===== config.mk =====
export PLATFORM = sky130hd
export DESIGN_NAME = ptlut_reader
export DESIGN_NICKNAME = d
export VERILOG_FILES = /design/src/rtl/ptlut_reader_pkg.sv /design/src/rtl/ptlut_slot_sel.sv /design/src/rtl/ptlut_reader.sv
export SDC_FILE = /design/constraint.sdc
export NUM_CORES = 1
export LEC_CHECK = 0
export ABC_AREA = 1
export CAP_MARGIN = 20
export CORE_UTILIZATION = 30
export DETAILED_ROUTE_END_ITERATION = 8
export DONT_BUFFER_PORTS = 1
export PLACE_DENSITY = 0.48
export SLEW_MARGIN = 25
export SYNTH_ARGS = -nofsm -noshare
export SYNTH_HDL_FRONTEND = slang
export SYNTH_SLANG_ARGS = --single-unit

===== constraint.sdc =====
create_clock -name clk -period 7.35 [get_ports clk]
set_clock_uncertainty 0.2 [all_clocks]
set_input_delay 2.205 -clock clk [delete_from_list [all_inputs] [get_ports clk]]
set_output_delay 2.205 -clock clk [all_outputs]
set_load 0.05 [all_outputs]

===== src/rtl/ptlut_reader_pkg.sv =====
// ptlut_reader_pkg
//   Shared core package for the PT LUT reader: FSM state encoding, default
//   PT LUT data width, PT LUT address width, the spbits constants used by the
//   surrounding track-finder core, and a small helper that picks the lowest
//   set track flag.
//   Optional feature macro used by importers: PTLUT_TIMEOUT_EN.
package ptlut_reader_pkg;

   // PT LUT geometry
   localparam int BW_PT    = 9;
   localparam int PTLUT_AW = 30;

   // spbits constants shared with the rest of the core
   localparam int SPBITS_PHI = 12;
   localparam int SPBITS_TH  = 7;
   localparam int SPBITS_DPH = 13;

   // Reader FSM states
   typedef enum logic [1:0] {
      IDLE  = 2'd0,
      ISSUE = 2'd1,
      WAIT  = 2'd2,
      DONE  = 2'd3
   } ptlut_state_t;

   // Index of the lowest set flag; callers only use it with a nonzero vector.
   function automatic logic [1:0] first_set(input logic [2:0] f);
      logic [1:0] idx;
      if (f[0])      idx = 2'd0;
      else if (f[1]) idx = 2'd1;
      else           idx = 2'd2;
      return idx;
   endfunction

endpackage


===== src/rtl/ptlut_slot_sel.sv =====
// ptlut_slot_sel
//   Finds the next set track flag strictly above the current slot.
//   Ports:
//     flags  in   [2:0]  captured per-track valid flags
//     cur    in   [1:0]  slot currently being served
//     nxt    out  [1:0]  lowest set slot above cur (equals cur when none)
//     none   out  1      no set flag above cur
module ptlut_slot_sel (
   input  logic [2:0] flags,
   input  logic [1:0] cur,
   output logic [1:0] nxt,
   output logic       none
);

   always_comb begin
      nxt  = cur;
      none = 1'b1;
      // Scan downward so the lowest qualifying slot is the last one written.
      for (int i = 2; i >= 0; i--) begin
         if ((i > int'(cur)) && flags[i]) begin
            nxt  = 2'(i);
            none = 1'b0;
         end
      end
   end

endmodule


===== src/rtl/ptlut_reader.sv =====
// ptlut_reader
//   Reads PT LUT words for up to three best tracks per batch through a
//   single-outstanding req/gnt + rvalid memory port, in ascending slot order.
//   Handshake: mem_req is held with a stable mem_addr until a cycle where
//   mem_req && mem_gnt; the read then completes on the first mem_rvalid seen
//   while waiting. Only one read is outstanding at a time.
//   Optional feature: PTLUT_TIMEOUT_EN adds a per-read timeout counter and
//   the sticky tmo output.
//   Ports:
//     clk, rst          core clock, async active-high reset
//     ptlut_addr[2:0]   per-track LUT addresses (30 bit)
//     ptlut_addr_val    per-track address valid flags
//     mem_addr/mem_req  read request address / request
//     mem_gnt           request accept strobe
//     mem_rdata/rvalid  read data / data valid
//     pt_out[2:0]       per-track pT results
//     pt_val            result valid flags (done cycle only)
//     pt_done           one-cycle batch-complete strobe
//     ovf               sticky: batch dropped while busy
//     tmo               sticky: a read timed out (PTLUT_TIMEOUT_EN only)
//     dbg_state         current FSM state
module ptlut_reader
   import ptlut_reader_pkg::*;
#(
   parameter int bw_pt   = BW_PT,
   parameter int TIMEOUT = 63
) (
   input  logic                clk,
   input  logic                rst,
   input  logic [PTLUT_AW-1:0] ptlut_addr [2:0],
   input  logic [2:0]          ptlut_addr_val,
   output logic [PTLUT_AW-1:0] mem_addr,
   output logic                mem_req,
   input  logic                mem_gnt,
   input  logic [bw_pt-1:0]    mem_rdata,
   input  logic                mem_rvalid,
   output logic [bw_pt-1:0]    pt_out [2:0],
   output logic [2:0]          pt_val,
   output logic                pt_done,
   output logic                ovf,
`ifdef PTLUT_TIMEOUT_EN
   output logic                tmo,
`endif
   output logic [1:0]          dbg_state
);

   ptlut_state_t        state_q, state_d;
   logic [1:0]          slot_q, slot_d;
   logic [2:0]          flags_q, flags_d;
   logic [PTLUT_AW-1:0] addr_q [2:0];
   logic [PTLUT_AW-1:0] addr_d [2:0];
   logic [bw_pt-1:0]    pt_q [2:0];
   logic [bw_pt-1:0]    pt_d [2:0];
   logic [2:0]          pt_val_q, pt_val_d;
   logic                pt_done_q, pt_done_d;
   logic                ovf_q, ovf_d;
   logic                mem_req_q, mem_req_d;
   logic [PTLUT_AW-1:0] mem_addr_q, mem_addr_d;
`ifdef PTLUT_TIMEOUT_EN
   logic [7:0]          cnt_q, cnt_d;
   logic                tmo_q, tmo_d;
`endif

   logic [1:0]          nxt_slot;
   logic                nxt_none;
   logic [1:0]          cap_slot;
   logic                rd_fire;
   logic [bw_pt-1:0]    rd_data;

   ptlut_slot_sel u_slot_sel (
      .flags (flags_q),
      .cur   (slot_q),
      .nxt   (nxt_slot),
      .none  (nxt_none)
   );

   assign cap_slot = first_set(ptlut_addr_val);

   always_comb begin
      state_d    = state_q;
      slot_d     = slot_q;
      flags_d    = flags_q;
      addr_d     = addr_q;
      pt_d       = pt_q;
      pt_val_d   = 3'b000;
      pt_done_d  = 1'b0;
      ovf_d      = ovf_q;
      mem_req_d  = mem_req_q;
      mem_addr_d = mem_addr_q;
      rd_fire    = 1'b0;
      rd_data    = mem_rdata;
`ifdef PTLUT_TIMEOUT_EN
      cnt_d      = cnt_q;
      tmo_d      = tmo_q;
`endif
      case (state_q)
         IDLE, DONE: begin
            state_d   = IDLE;
            mem_req_d = 1'b0;
            if (|ptlut_addr_val) begin
               // New batch: capture everything and clear stale results.
               addr_d     = ptlut_addr;
               flags_d    = ptlut_addr_val;
               slot_d     = cap_slot;
               for (int i = 0; i < 3; i++) pt_d[i] = '0;
               state_d    = ISSUE;
               mem_req_d  = 1'b1;
               mem_addr_d = ptlut_addr[cap_slot];
            end
         end
         ISSUE: begin
            if (|ptlut_addr_val) ovf_d = 1'b1;
            if (mem_gnt) begin
               state_d   = WAIT;
               mem_req_d = 1'b0;
`ifdef PTLUT_TIMEOUT_EN
               cnt_d     = 8'd0;
`endif
            end
         end
         WAIT: begin
            if (|ptlut_addr_val) ovf_d = 1'b1;
            if (mem_rvalid) begin
               rd_fire = 1'b1;
               rd_data = mem_rdata;
            end
`ifdef PTLUT_TIMEOUT_EN
            else if (cnt_q == 8'(TIMEOUT - 1)) begin
               // Give up on this read and substitute zero data.
               rd_fire = 1'b1;
               rd_data = '0;
               tmo_d   = 1'b1;
            end else begin
               cnt_d = cnt_q + 8'd1;
            end
`endif
            if (rd_fire) begin
               pt_d[slot_q] = rd_data;
               if (nxt_none) begin
                  state_d   = DONE;
                  pt_done_d = 1'b1;
                  pt_val_d  = flags_q;
               end else begin
                  slot_d     = nxt_slot;
                  state_d    = ISSUE;
                  mem_req_d  = 1'b1;
                  mem_addr_d = addr_q[nxt_slot];
               end
            end
         end
         default: state_d = IDLE;
      endcase
   end

   always_ff @(posedge clk or posedge rst) begin
      if (rst) begin
         state_q    <= IDLE;
         slot_q     <= 2'd0;
         flags_q    <= 3'b000;
         for (int i = 0; i < 3; i++) begin
            addr_q[i] <= '0;
            pt_q[i]   <= '0;
         end
         pt_val_q   <= 3'b000;
         pt_done_q  <= 1'b0;
         ovf_q      <= 1'b0;
         mem_req_q  <= 1'b0;
         mem_addr_q <= '0;
`ifdef PTLUT_TIMEOUT_EN
         cnt_q      <= 8'd0;
         tmo_q      <= 1'b0;
`endif
      end else begin
         state_q    <= state_d;
         slot_q     <= slot_d;
         flags_q    <= flags_d;
         addr_q     <= addr_d;
         pt_q       <= pt_d;
         pt_val_q   <= pt_val_d;
         pt_done_q  <= pt_done_d;
         ovf_q      <= ovf_d;
         mem_req_q  <= mem_req_d;
         mem_addr_q <= mem_addr_d;
`ifdef PTLUT_TIMEOUT_EN
         cnt_q      <= cnt_d;
         tmo_q      <= tmo_d;
`endif
      end
   end

   assign mem_req   = mem_req_q;
   assign mem_addr  = mem_addr_q;
   assign pt_out    = pt_q;
   assign pt_val    = pt_val_q;
   assign pt_done   = pt_done_q;
   assign ovf       = ovf_q;
   assign dbg_state = state_q;
`ifdef PTLUT_TIMEOUT_EN
   assign tmo       = tmo_q;
`endif

endmodule

# After elaboration in Yosys (flattened, before gate mapping)
# Index checks and enable logic that the tools add are counted.
# op_classes
order_cmp	6
n_eq_ne	7
mux	43
n_reduce_logical	14
# op_table
operator	n
30-bit 2-to-1 mux	5
30-bit binary-select mux with 2-bit select	2
30-bit case mux with 2 select lines	1
27-bit 2-to-1 mux	2
27-bit case mux with 2 select lines	1
27-bit bitwise mux	1
2-bit 2-to-1 mux	10
9-bit demux with 2-bit select	1
9-bit 2-to-1 mux	2
1-bit 2-to-1 mux	12
2-bit by 3-bit < comparator with 1-bit output, second input constant	3
3-bit 2-to-1 mux	3
2-bit inequality test, second input constant	4
2-bit case mux with 3 select lines	1
2-bit AND reduction	3
3-bit AND reduction	2
2-bit equality test, second input constant	2
2-bit case mux with 2 select lines	1
4-bit AND reduction	1
2-bit OR reduction	2
1-bit logical AND	3
1-bit case mux with 3 select lines	1
3-bit OR reduction	1
2-bit by 1-bit equality test with 1-bit output, second input constant	1
other kinds (5)	5
# word_totals
register_bits	160
inputBits	106
elab_cells	84

# Depth between registers and ports, before layout
# Gate-level depths: netlist (run 1).
# depth
ltp_word	9
depth_mapped	10
mapped_depth_nobuf	9

# Hierarchy
# Synthesis (run 1) repeated with hierarchy kept, for this count alone.
# unflattened
hier_cells	1133
hier_area_um2	8079.0
# modules_own_cells
mod	instances	cells_each	area_each_um2	seq_area_each_um2
ptlut_reader	1	1122	8032.7	4003.8
ptlut_slot_sel	1	11	46.3	0.0

# Worst setup path before layout (run 1)
# No wires, ideal clock.
# synth_timing
kind	input-to-reg
from	input ptlut_addr_val[0]
to	register slot_q[1]
setup_ps	119
arrival_time_ps	3136
required_time_ps	7031
setup_slack_ps	3895
path_stages	9
n_path_buf	2
cell_sequence	buf_4 -> nor2_8 -> nand2_2 -> nand2_4 -> nand2_4 -> nand3_2 -> buf_2 -> nand2_1 -> o21a_1
# synth_via
elab_chain_len	3
# synth_rtl
item	line	source
from (decl)	ptlut_reader.sv:31	input logic [2:0] ptlut_addr_val,
3-bit OR reduction or 2-bit 2-to-1 mux (tied branches)	ptlut_reader.sv:100, ptlut_reader_pkg.sv:29	
2-bit inequality test (no source line) or 2-bit 2-to-1 mux (tied branches)	-	
4-bit AND reduction (no source line) or 2-bit case mux with 2 select lines (tied branches)	-	
to (signal assigned)	ptlut_reader.sv:175	slot_q <= slot_d;
to (decl)	ptlut_reader.sv:48	logic [1:0] slot_q, slot_d;
# Parallel ways exist; a longest one is shown, timed or not. The select of a mux whose other input is x is not followed.
# A chain may end at the register's enable or synchronous reset.

# Worst setup path in the final report (run 1)
# layout_timing
from	input ptlut_addr_val[0]
to	register mem_addr_q[15] (netlist: mem_addr[15])
# layout_via
elab_chain_len	5
# layout_rtl
item	line	source
2-bit 2-to-1 mux	ptlut_reader_pkg.sv:29	if (f[0]) idx = 2'd0;
30-bit binary-select mux with 2-bit select	ptlut_reader.sv:108	mem_addr_d = ptlut_addr[cap_slot];
30-bit 2-to-1 mux (not written as such)	ptlut_reader.sv:108	
30-bit 2-to-1 mux	ptlut_reader.sv:100	if (|ptlut_addr_val) begin
30-bit case mux with 2 select lines	ptlut_reader.sv:96	case (state_q)
to (signal assigned)	ptlut_reader.sv:183	mem_addr_q <= mem_addr_d;
to (decl)	ptlut_reader.sv:58	logic [PTLUT_AW-1:0] mem_addr_q, mem_addr_d;
# Parallel ways exist; a longest one is shown, timed or not. The select of a mux whose other input is x is not followed.

==> summary.txt, run 1 <==
Power
  • Peak VDD IR: 0.2198 mV
  • Pleak: 4.492 nW
  • Power density over the cells: 512.6 nW/um2

STA
  • Fin crit period: 4.526 ns
  • Final number of setup-violating endpoints: 0
  • Period utilization: 61.58%
  • Final hold violations: 0
  • Slew Limit Fails: 0
  • RSZ-0062 raised after global routing: no
  • Slew @ Worst Pin: 1.048 ns
  • Worst slew margin: 30.10%
  • Fin Setup TNS: 0 ns
  • Max Freq: 0.2209 GHz

Synthesis
  • Cell Area, Synth: 8160 um2
  • Syn Nets: 1189
  • Cells after Synth: 1081
  • Top cells by area, synth: dfrtp_1 (49%), nand2_1 (17%), nor2_1 (4.8%)
  • Post-Syn Area per Cell: 7.549 um2
  • Yosys top cell area share: 49.06%
  • Synthesis Warnings: 0
  • Synth area leader: dfrtp_1
  • Post-synthesis sequential area ratio: 49.06%
  • Yosys reg bits: 160
  • Distinct cells, synth: 27

Clocking
  • Clock Latency Late Sink: 0.44 ns
  • CTS buffer count: 17
  • Post-cts sizing count: 0
  • CTS tree: yes
  • CTS clk-pin slew, worst paths: 0.07 ns
  • Setup bufs post-CTS: 0
  • # hold bufs at CTS: 0
  • Root Buffer: clkbuf_16
  • Clock Tree Buf Depth: 2
  • Clk sinks: 160
  • # H-tree levels: 4

Critical path
  • Worst R2R Setup Slack: 3.76 ns
  • Buf/Inv on CP: 1
  • Reg2Reg Launch Point: dbg_state[1]
  • Worst-case reg-to-reg path depth: 5
  • Crit. Startpoint: ptlut_addr_val[0]
  • CP peak stage delay: 0.59 ns
  • Crit path cell chain: nor2_8 > nand2_2 > nand2_4 > nand2_4 > nand3_2 > buf_4 > nor2_1 > nand2_1 > nand2_1
  • CP Max Fanout: 68
  • Crit path max-delay family: simple AND/OR/NAND/NOR gates
  • Crit path depth: 9
  • Critical path class: in2reg
  • Endpoint class of the critical path: register
  • CP startpoint kind: input pin
  • Critical path's slowest cell: nand2_4
  • Arrival time worst endpoint: 4.65 ns
  • Worst path required time: 7.48 ns
  • Crit path to: mem_addr[15]
  • Crit Reg-Reg Endpoint: pt_out[8]

Finish
  • Share of layout cells above drive strength 1: 5.871%
  • Commonest non-fill, non-tap cell in the layout: nand2_1
  • # diodes: 0
  • Area grow syn2layout: 8.464%
  • Final #Nets: 1151
  • Commonest cells after routing, fill and taps aside: nand2_1 (376), dfrtp_1 (160), nor2_1 (103)
  • Layout fillers: 2890
  • Core Util, Final: 33.03%

Global routing
  • Initial antenna violation count: 1
  • Total grt overflow: 0
  • Largest net degree at the start of global routing: 120
  • First-pass GRT wire length: 39.93 mm
  • Total Routing Usage GR: 18.76%
  • Vias in the first global route: 6728

Die
  • Site Rows: 60
  • CORE AREA: 26800 um2
  • Die X: 166.9 um
  • Initial Util: 30.45%
  • Die ar.: 27860 um2
  • DIE HEIGHT: 166.9 um
  • I/O pins: 171

Place
  • Final Wtd Congestion: 0.7762
  • HPWL Detailed: 15.72 mm
  • Count of input and output buffers: 0

Min path
  • Path category of the worst min-delay check: reg2reg

Detailed routing
  • Met3 WL: 1.892 mm
  • Routed Antenna Nets: 0
  • M1 WL: 11.43 mm
  • Top Metal Used: met5
  • DR WL met2: 11.75 mm
  • Via count: 6784
  • Drt wl/cell: 18.20 um
  • Final wirelength: 25.43 mm
  • Initial DRC Count: 473
  • Total iterations of the first detailed-routing run: 5
  • Post-route DRC: 0
  • Vias per std cell: 4.856

Run status
  • Status: finished, final reports clean

Job
  • Max_cap viols: 0
[area by class of cell]
type	instances	area [um2]	share of cell area, %
clock buffer	17	425.4	4.806
clock inverter	15	162.7	1.838
inverter	98	377.9	4.269
multi-input combinational	761	3417	38.61
sequential	160	4004	45.24
tap	341	426.7	4.820
timing repair buffer	5	37.54	0.4241
[power breakdown]
group	switching (mW)	internal (mW)
Sequential	0.571	1.25
Clock	0.441	0.459
Combinational	1.29	0.519
[Yosys cell counts]
| library cell | n |
|---|---|
| buf_4 | 12 |
| buf_6 | 8 |
| nor2_2 | 2 |
| nand3b_1 | 25 |
| o21ai_1 | 48 |
| clkbuf_1 | 9 |
| o21ai_0 | 57 |
| a21o_1 | 1 |
| nand2_4 | 6 |
| nor2_8 | 2 |
| ha_1 | 2 |
| nand2_2 | 3 |
| nand3_1 | 70 |
| nor2_1 | 104 |
| nand2_1 | 376 |
| inv_2 | 3 |
| o21a_1 | 1 |
| nor2_4 | 3 |
| a21oi_1 | 53 |
| inv_1 | 94 |
| nand3_2 | 2 |
| nand4_1 | 5 |
| dfrtp_1 | 160 |
| nand3_4 | 1 |
| clkinv_1 | 1 |
| buf_1 | 2 |
| buf_2 | 31 |
[stage by stage]
stage / cells / power [mW] / hold slack (ns) / cell area [um2] / setup WS (ns)
after global routing: 1397 / 4.920 / 0.2918 / 8851 / 2.570
after detailed placement: 1365 / 3.680 / 0.2559 / 8263 / 2.375
after global placement: 1365 / 3.649 / 0.2535 / 8260 / 2.439
after CTS: 1397 / 4.602 / 0.2745 / 8851 / 2.815
final: 1397 / 4.537 / 0.2730 / 8851 / 2.824
after floorplan: 1081 / 3.312 / 0.2401 / 8160 / 0.6251
[worst min path at each step]
stage	slack, ns	startpoint	depth (start not counted)	endpoint
finish	0.27	addr_q[11]	2	addr_q[11]
global placement	0.25	addr_q[4]	2	addr_q[4]
floorplan	0.24	addr_q[0]	2	addr_q[0]
detailed placement	0.26	addr_q[12]	2	addr_q[12]
CTS	0.27	addr_q[12]	2	addr_q[12]
global route	0.29	addr_q[11]	2	addr_q[11]
[kinds of logic after synthesis]
kind of cell               share of synthesized area (%)
AOI/OAI and AO/OA                                  9.874
adders and majority gates                         0.3066
buffers and inverters                              9.123
DFF                                                49.06
and+or+nand+nor                                    31.63
[state kept, by name (all words and copies together) (netlist names)]
register / count
ovf: 1
dbg_state: 2
pt_out: 27
addr_q: 90
pt_val: 3
slot_q: 2
pt_done: 1
flags_q: 3
mem_addr: 30
mem_req: 1
[per-layer routing]
metal	GRT usage (%)	vias to the layer above
met5	0	-
met4	4.911	2
met3	5.585	23
met2	29.71	199
met1	24.84	3241
li1	-	3319
[tightest hold or removal path: stages, from the launching register on]
cell,delay [ns]
dfrtp_1,0.34
nand2_1,0.05
nand2_1,0.05
(Power assumes the default switching activity.)
==> inputs of run 2 (changes only) <==
- PLACE_DENSITY: 0.48 -> 0.49
- clock period: 7.35 -> 3.62 ns (I/O delays scaled with it)
==> summary.txt, run 2 (synthesis results as in run 1) <==
Detailed routing
  • Post-route DRC: 0 (unchanged)
  • Via count: 6711 (-1.1%)
  • Vias per std cell: 4.773 (-1.7%)
  • Initial DRC Count: 429 (-9.3%)
  • Total iterations of the first detailed-routing run: 4 (-1)
  • Routed Antenna Nets: 0 (unchanged)
  • Drt wl/cell: 17.50 um (-3.9%)
  • Final wirelength: 24.60 mm (-3.3%)

STA
  • Fin Setup TNS: 0 ns (unchanged)
  • Max Freq: 0.3776 GHz
  • Period utilization: 73.16%
  • Fin worst setup slack: 0.9718 ns (-1.852 ns)
  • Final number of setup-violating endpoints: 0 (unchanged)
  • RSZ-0062 raised after global routing: no
  • Worst slew margin: 52.21% (+22 points)
  • Final hold violations: 0 (unchanged)
  • Worst-case hold slack: 0.2711 ns (-0.001878 ns)
  • Fin crit period: 2.648 ns
  • Slew @ Worst Pin: 0.7169 ns (-0.3316 ns)
  • Slew Limit Fails: 0 (unchanged)

Place
  • Final Wtd Congestion: 0.7482 (-3.6%)
  • Placement Setup Slack: 0.8899 ns (-1.485 ns)
  • Count of input and output buffers: 0 (unchanged)
  • Placed Cells: 1374 (+0.66%)
  • HPWL Detailed: 15.47 mm (-1.5%)

Finish
  • Final #Nets: 1160 (+0.78%)
  • Area grow syn2layout: 10.33%
  • Multi-input combinational cell area: 3417 um2 (unchanged)
  • Commonest non-fill, non-tap cell in the layout: nand2_1
  • FF/Latch Area: 4004 um2 (unchanged)
  • Reg with most FFs: addr_q
  • Commonest cells after routing, fill and taps aside: nand2_1 (376), dfrtp_1 (160), nor2_1 (103)
  • Max reg flops: 90 (unchanged)
  • Share of layout cells above drive strength 1: 6.667% (+0.80 points)
  • # diodes: 0 (unchanged)
  • Post-route insts no fill: 1406 (+0.64%)
  • Layout fillers: 2867 (-0.80%)

Run status
  • Status: finished, final reports clean

Die
  • Die X: 166.9 um (unchanged)
  • Site Rows: 60 (unchanged)
  • CORE AREA: 26800 um2 (unchanged)
  • DIE HEIGHT: 166.9 um (unchanged)
  • I/O pins: 171 (unchanged)
  • Initial Util: 30.45% (unchanged)
  • Die ar.: 27860 um2 (unchanged)

Job
  • Max_cap viols: 0 (unchanged)

Clocking
  • # H-tree levels: 4 (unchanged)
  • CTS clk-pin slew, worst paths: 0.07 ns (about the same)
  • CTS buffer count: 17 (unchanged)
  • Clock Latency Late Sink: 0.42 ns (-0.02 ns)
  • Clk sinks: 160 (unchanged)
  • # hold bufs at CTS: 0 (unchanged)
  • CTS tree: yes
  • Setup bufs post-CTS: 0 (unchanged)
  • Root Buffer: clkbuf_16
  • Clock Tree Buf Depth: 2 (unchanged)
  • Post-cts sizing count: 0 (unchanged)

Critical path
  • Critical path class: reg2reg
  • Endpoint class of the critical path: register
  • Worst path required time: 3.73 ns (-3.75 ns)
  • Arrival time worst endpoint: 2.76 ns (-1.89 ns)
  • CP Max Fanout: 61 (-10%)
  • CP startpoint kind: register

Global routing
  • First-pass GRT wire length: 39.00 mm (-2.3%)
  • Total grt overflow: 0 (unchanged)
  • Initial antenna violation count: 0 (-1)
  • Largest net degree at the start of global routing: 66 (-45%)
  • Total Routing Usage GR: 18.27% (-0.48 points)
  • Vias in the first global route: 6689 (-0.58%)

Power
  • Pleak: 4.568 nW (+1.7%)
  • Peak VDD IR: 0.5044 mV (+130%)
  • Power density over the cells: 1041 nW/um2 (+100%)
  • Tot Pwr: 9.371 mW (+110%)

Min path
  • Path category of the worst min-delay check: reg2reg
## run 2: changes by cell type in the layout (fill, tap and decap cells not counted)
cell       change
inv_8          -1
inv_6          -3
clkinv_4       +1
clkinv_2       +1
bufinv_16      +1
clkinv_8       +1
buf_4          +4
buf_12         +5
## run 2: power breakdown
part | switching (mW) | total [mW] | internal (mW)
Combinational | 2.61 | 3.77 | 1.16
Sequential | 1.15 | 3.69 | 2.55
Clock | 0.900 | 1.90 | 1.00
Total | 4.66 | 9.37 | 4.71
## run 2: per-layer routing
metal | global-route usage (%) | routed length (um)
met2 | 29.14 | 11270
met1 | 24.66 | 11580
met4 | 3.945 | 170
met5 | 0 | 0
met3 | 4.943 | 1581
## run 2: area by class of cell
type / instances / share of cell area, %
Clock inverter: 15 / 2.112
Tap cell: 341 / 4.739
Clock buffer: 17 / 4.725
Timing Repair Buffer: 14 / 1.862
Inverter: 98 / 4.141
Multi-Input combinational cell: 761 / 37.95
Sequential cell: 160 / 44.47
## run 2: path summary, 6_finish.rpt
check	start	slack (ns)	end	cells after the start
setup / recovery	dbg_state[1]	0.97	mem_addr[2]	8
hold / removal	addr_q[11]	0.27	addr_q[11]	2
setup reg to reg	dbg_state[1]	0.97	mem_addr[2]	8
hold reg to reg	addr_q[11]	0.27	addr_q[11]	2
max in group asynchronous	rst	2.13	pt_out[26]	2
min in group asynchronous	rst	0.33	addr_q[15]	1
## run 2: per-stage QoR
step	instance area (um2)	utilization [%]
floorplan	8164	-
global placement	8388	31.30
detailed placement	8388	31.30
CTS	9004	33.59
global route	9004	33.59
finish	9004	33.59
## run 2: worst max-delay path, stage by stage, from the launching register on
cell     delay (ns)
dfrtp_1        0.66
ha_2           0.34
buf_4          0.45
nand3_2        0.23
nand3_2        0.14
buf_12         0.29
nor2_1         0.08
nand2_1        0.07
nand2_1        0.05
